--- config.mk ---
export PLATFORM = sky130hd
export DESIGN_NAME = soda_controller
export DESIGN_NICKNAME = d
export VERILOG_FILES = /design/src/rtl/soda_pkg.sv /design/src/rtl/rise_detect.sv /design/src/rtl/soda_controller.sv
export SDC_FILE = /design/constraint.sdc
export NUM_CORES = 1
export LEC_CHECK = 0
export ABC_AREA = 1
export CORE_MARGIN = 2
export CORE_UTILIZATION = 47
export DETAILED_ROUTE_END_ITERATION = 8
export PLACE_DENSITY = 0.74
export SYNTH_ARGS = -nofsm -noshare
export SYNTH_HDL_FRONTEND = slang
export SYNTH_HIERARCHICAL = 1
export SYNTH_SLANG_ARGS = --single-unit
--- constraint.sdc ---
create_clock -name clk -period 1.56 [get_ports clk]
set_clock_uncertainty 0.2 [all_clocks]
set_input_delay 0.312 -clock clk [delete_from_list [all_inputs] [get_ports clk]]
set_output_delay 0.312 -clock clk [all_outputs]
set_load 0.05 [all_outputs]
--- src/rtl/soda_pkg.sv ---
// Shared types and sizing helpers for the soda machine controller.
package soda_pkg;

    typedef enum logic [2:0] {
        S_INIT    = 3'd0,
        S_WAIT    = 3'd1,
        S_ADD     = 3'd2,
        S_DISP    = 3'd3,
        S_REFUND  = 3'd4,
        S_SOLDOUT = 3'd5
    } state_e;

    // Counter width able to hold 0..n-1, never narrower than one bit.
    function automatic int cnt_w(input int n);
        return (n > 1) ? $clog2(n) : 1;
    endfunction

    localparam int TIMEOUT_DEF = 32;
    localparam int DISP_DEF    = 4;
    localparam int IDLE_W      = cnt_w(TIMEOUT_DEF);
    localparam int DISP_W      = cnt_w(DISP_DEF);

endpackage

--- src/rtl/rise_detect.sv ---
// Registered rising-edge detector; RST_VAL=1 suppresses an edge for a level
// that is already high when reset releases.
module rise_detect #(
    parameter logic RST_VAL = 1'b1
) (
    input  logic clk_i,
    input  logic rst_i,
    input  logic sig_i,
    output logic rise_o
);

    logic sig_q;

    always_ff @(posedge clk_i) begin
        if (rst_i) begin
            sig_q <= RST_VAL;
        end else begin
            sig_q <= sig_i;
        end
    end

    assign rise_o = sig_i & ~sig_q;

endmodule

--- src/rtl/soda_controller.sv ---
// Soda machine control FSM: loads coins into the datapath total, dispenses at
// price, refunds abandoned credit after a timeout and stops at the sale limit.
module soda_controller
    import soda_pkg::*;
#(
    parameter int W              = 4,
    parameter int MAX_SALES      = 15,
    parameter int DISP_CYCLES    = DISP_DEF,
    parameter int TIMEOUT_CYCLES = TIMEOUT_DEF
) (
    input  logic         clk,
    input  logic         rst,
    input  logic         coin,
    input  logic         tot_lt_s,
    output logic         tot_ld,
    output logic         tot_clr,
    output logic         rst_counter,
    output logic         d,
    output logic         refund,
    output logic         coin_rej,
    output logic         sold_out,
    output logic [W-1:0] sales
);

    // Never narrower than the package defaults; wider is harmless.
    localparam int IDLE_CW = (cnt_w(TIMEOUT_CYCLES) > IDLE_W) ? cnt_w(TIMEOUT_CYCLES) : IDLE_W;
    localparam int DISP_CW = (cnt_w(DISP_CYCLES) > DISP_W) ? cnt_w(DISP_CYCLES) : DISP_W;

    localparam logic [W-1:0]       SALES_MAX = W'(MAX_SALES);
    localparam logic [W-1:0]       SALES_ONE = W'(1);
    localparam logic [IDLE_CW-1:0] IDLE_LAST = IDLE_CW'(TIMEOUT_CYCLES - 1);
    localparam logic [IDLE_CW-1:0] IDLE_ONE  = IDLE_CW'(1);
    localparam logic [DISP_CW-1:0] DISP_LAST = DISP_CW'(DISP_CYCLES - 1);
    localparam logic [DISP_CW-1:0] DISP_ONE  = DISP_CW'(1);

    state_e               state_q, state_d;
    logic                 credit_q, credit_d;
    logic [IDLE_CW-1:0]   idle_q, idle_d;
    logic [DISP_CW-1:0]   disp_q, disp_d;
    logic [W-1:0]         sales_q, sales_d;
    logic                 coin_rej_q, coin_rej_d;
    logic                 coin_edge;

    rise_detect #(
        .RST_VAL (1'b1)
    ) u_coin_rise (
        .clk_i  (clk),
        .rst_i  (rst),
        .sig_i  (coin),
        .rise_o (coin_edge)
    );

    always_ff @(posedge clk) begin
        if (rst) begin
            state_q    <= S_INIT;
            credit_q   <= 1'b0;
            idle_q     <= '0;
            disp_q     <= '0;
            sales_q    <= '0;
            coin_rej_q <= 1'b0;
        end else begin
            state_q    <= state_d;
            credit_q   <= credit_d;
            idle_q     <= idle_d;
            disp_q     <= disp_d;
            sales_q    <= sales_d;
            coin_rej_q <= coin_rej_d;
        end
    end

    always_comb begin
        state_d     = state_q;
        credit_d    = credit_q;
        idle_d      = idle_q;
        disp_d      = disp_q;
        sales_d     = sales_q;
        coin_rej_d  = 1'b0;
        tot_ld      = 1'b0;
        tot_clr     = 1'b0;
        rst_counter = 1'b0;
        d           = 1'b0;
        refund      = 1'b0;
        sold_out    = 1'b0;

        unique case (state_q)
            S_INIT: begin
                tot_clr     = 1'b1;
                rst_counter = 1'b1;
                coin_rej_d  = coin_edge;
                state_d     = S_WAIT;
            end
            S_WAIT: begin
                if (sales_q == SALES_MAX) begin
                    state_d = S_SOLDOUT;
                end else if (coin_edge) begin
                    state_d = S_ADD;
                end else if (!tot_lt_s) begin
                    disp_d  = '0;
                    state_d = S_DISP;
                end else if (credit_q && (idle_q == IDLE_LAST)) begin
                    state_d = S_REFUND;
                end else if (credit_q) begin
                    idle_d = idle_q + IDLE_ONE;
                end
            end
            S_ADD: begin
                tot_ld   = 1'b1;
                credit_d = 1'b1;
                idle_d   = '0;
                state_d  = S_WAIT;
            end
            S_DISP: begin
                d          = 1'b1;
                coin_rej_d = coin_edge;
                if (disp_q == DISP_LAST) begin
                    // Clearing the total on the final cycle keeps WAIT from re-dispensing.
                    tot_clr  = 1'b1;
                    sales_d  = (sales_q == SALES_MAX) ? sales_q : sales_q + SALES_ONE;
                    credit_d = 1'b0;
                    idle_d   = '0;
                    disp_d   = '0;
                    state_d  = S_WAIT;
                end else begin
                    disp_d = disp_q + DISP_ONE;
                end
            end
            S_REFUND: begin
                refund     = 1'b1;
                tot_clr    = 1'b1;
                credit_d   = 1'b0;
                idle_d     = '0;
                coin_rej_d = coin_edge;
                state_d    = S_WAIT;
            end
            S_SOLDOUT: begin
                sold_out   = 1'b1;
                coin_rej_d = coin_edge;
            end
            default: begin
                state_d = S_INIT;
            end
        endcase
    end

    assign coin_rej = coin_rej_q;
    assign sales    = sales_q;

endmodule
==> flow_summary.ini <==
[setup_path]
path_class = flip-flop to output port
critPathMaxFanout = 5
arrival_ns = 1.24
worst_path_most_repeated_cell = nand2_4
critical-path-max-stage-delay_ns = 0.43
required_ns = 1.05
critPathBufInv = 1
start_kind = flip-flop
cpMaxStageDelayCell = dfxtp_4
cp-end-kind = output port
path_delay_family = flip-flops
path_cells = nand2_4, nor2_4, nand2_4, nand2_4, buf_12

[synthesis]
synth-async-reset-ratio = 0
synth_edf_count = 0
synthFlopType = dfxtp_1
synthCells = 152
yosysWarnings = 6
synth-seq-cells = 17
synth_top_area_frac = 0.340
syn_area_um2 = 1000
yosysUniqueCellTypes = 24
yosysMostFrequentCell = nand2_1
syn-num-nets = 160
ys_seq_area_frac = 0.340
synth_top_area_cell = dfxtp_1
syn_area_per_cell_um2 = 6.58
yosys-top-cells-count = 34 x nand2_1, 24 x nor2_1, 22 x inv_1
synth.area.top_cells = dfxtp_1 34%, nand2_1 13%, nor2_1 9.0%, inv_1 8.3%, nand3_1 6.0%

[cts]
htree_levels = 1
clock_path_buffers = 2
clk_pin_slew_ns = 0.11
cts_tree = yes
clock_latency_ns = 0.30
cts_buffers = 3
clock-sinks = 17
cts-root-buf = clkbuf_4

[sta]
setup_viol_count_final = 15
maxSlewViolCount = 0
post-route-min-period_ns = 1.75
rsz0062_at_grt = true
clock.fmax_mhz = 571
slew_headroom = 0.775
worst_hold_slack_ns = 0.326
hold_viol = 0
period_share = 1.12
fin_ws_ns = -0.192
tightest_slew_ns = 0.336

[floorplanning]
core_um2 = 1980
pin_count = 15
die_h_um = 50.1
die_area_um2 = 2510
start_util = 0.504
fp.dieW_um = 50.1
core.rowCount = 16

[route]
wire_per_inst_um = 17.8
drc = 0
drt_iter0_drc = 76
first_pass_iters = 4
routed_wl_mm = 4.10
route.vias.total = 1296
antenna_left = 0
via_per_inst = 5.63

[run_status]
status = finished, violations left
failed_checks = negative setup slack

[layout]
nets = 212
area_growth_pct = 80.4
n_antenna_cell = 0
drive_gt1_frac = 0.517
finalInstanceArea_um2 = 1800
finish.utilization = 0.910
final_cells = 230

[power_and_ir_drop]
static-leakage-power_nw = 0.864
pwr-share-seq = 0.325
pwr-share-clk = 0.146
combPwrFrac = 0.529
p_sw_uw = 781
peakVddDrop_v = 0.000672
p_int_uw = 994
switching_share = 0.440
power_density_nw_per_um2 = 985

[placement]
dpl_cell_area_um2 = 1460
dp.cells = 210
dp_slack_ns = -0.258
gp_congestion = 0.861
port_buffers = 14
dp_hpwl_mm = 2.07

[global_route]
grt_pass1_wl_mm = 5.56
grt_max_degree = 11
grt_pass1_vias = 1271
grt_usage = 0.294
grt.overflow.total = 0
antenna_found_initial = 0

[flow_run]
maxCapViolations = 0

[min_path]
hold_class = flip-flop to flip-flop
==> worst reg2reg max path, delay by kind of cell, from the launching register on <==
| family | cells | cell delay, ns |
|---|---|---|
| buffers and inverters | 3 | 0.40 |
| AO/OA/AOI/OAI | 2 | 0.24 |
| AND/OR/NAND/NOR | 2 | 0.40 |
| flip-flops | 1 | 0.39 |
==> state kept, by name, summed over array words and instances (netlist names) <==
name / flops
idle_q: 5
state_q: 3
credit_q: 1
u_coin_rise/sig_q: 1
coin_rej: 1
sales: 4
disp_q: 2
==> metal layers <==
metal	up-vias	track usage	part of all wire
li1	584	-	-
met1	601	0.305	0.36
met2	84	0.535	0.53
met3	27	0.0606	0.065
met4	0	0.171	0.052
met5	-	0	0
==> power groups by stage <==
stage          clock network, mW  registers, mW  logic, mW
5_1_grt                    0.275          0.582       1.01
6_report                   0.260          0.576      0.939
4_1_cts                    0.243          0.561      0.812
3_3_place_gp                   0          0.549      0.697
3_5_place_dp                   0          0.552      0.718
2_1_floorplan                  0          0.549      0.461
==> final cells by class <==
class	instances	area [um2]
well taps	27	33.8
repair buffers	47	517
fillers	77	179
multi-input cells	109	752
flip-flops and latches	17	367
clock buffers	4	26.3
inverters	26	108
==> cell families after synthesis <==
| logic type | after synthesis | share of synthesized area |
|---|---|---|
| XOR/XNOR | 1 | 0.00876 |
| AO/OA/AOI/OAI | 16 | 0.0839 |
| buffers and inverters | 26 | 0.0976 |
| flip-flops | 17 | 0.340 |
| AND/OR/NAND/NOR | 88 | 0.419 |
| adder cells (fa/ha/maj) | 4 | 0.0501 |
==> path summary, 6_finish.rpt <==
kind	startpoint	slack, ns	endpoint	cells past startpoint
worst max register to register	state_q[1]$_SDFFE_PP0P_	-0.15	state_q[0]$_SDFFE_PP0P_	7
worst max-delay path	state_q[0]$_SDFFE_PP0P_	-0.19	tot_clr	5
worst min-delay path	disp_q[1]$_SDFFE_PP0P_	0.33	disp_q[1]$_SDFFE_PP0P_	2
worst min register to register	disp_q[1]$_SDFFE_PP0P_	0.33	disp_q[1]$_SDFFE_PP0P_	2
==> stage by stage <==
step | total power, mW | TNS [ns]
2_1_floorplan | 1.01 | -0.166
3_3_place_gp | 1.25 | -1.67
3_5_place_dp | 1.27 | -2.41
4_1_cts | 1.62 | -1.39
5_1_grt | 1.86 | -2.67
6_report | 1.78 | -1.87
==> timing repair <==
action	4_1_cts	5_1_grt
setup endpoints to repair	13	18
cloned	0	0
resized for setup	27	29
buffers inserted	12	4
hold buffers	0	0
pin swaps	16	13
==> cells in the final DEF (no fill, tap or decap), types with 2 or more instances in the layout <==
master / Yosys / layout
buf_4: 0 / 28
nand2_1: 34 / 24
inv_1: 22 / 18
nor2_1: 24 / 17
buf_12: 0 / 11
nand3_1: 12 / 10
nand2_4: 1 / 8
nor2_4: 1 / 8
nor2_2: 7 / 7
a21oi_1: 9 / 7
dfxtp_1: 17 / 6
dfxtp_2: 0 / 6
nand2_2: 2 / 5
buf_6: 0 / 5
dfxtp_4: 0 / 5
inv_2: 3 / 4
o21ai_0: 5 / 3
ha_4: 0 / 3
clkbuf_4: 0 / 3
clkdlybuf4s50_1: 0 / 3
inv_4: 0 / 2
nand3_4: 1 / 2
nand3_2: 1 / 2
a21oi_2: 0 / 2
Power figures use the tool's default switching activity.
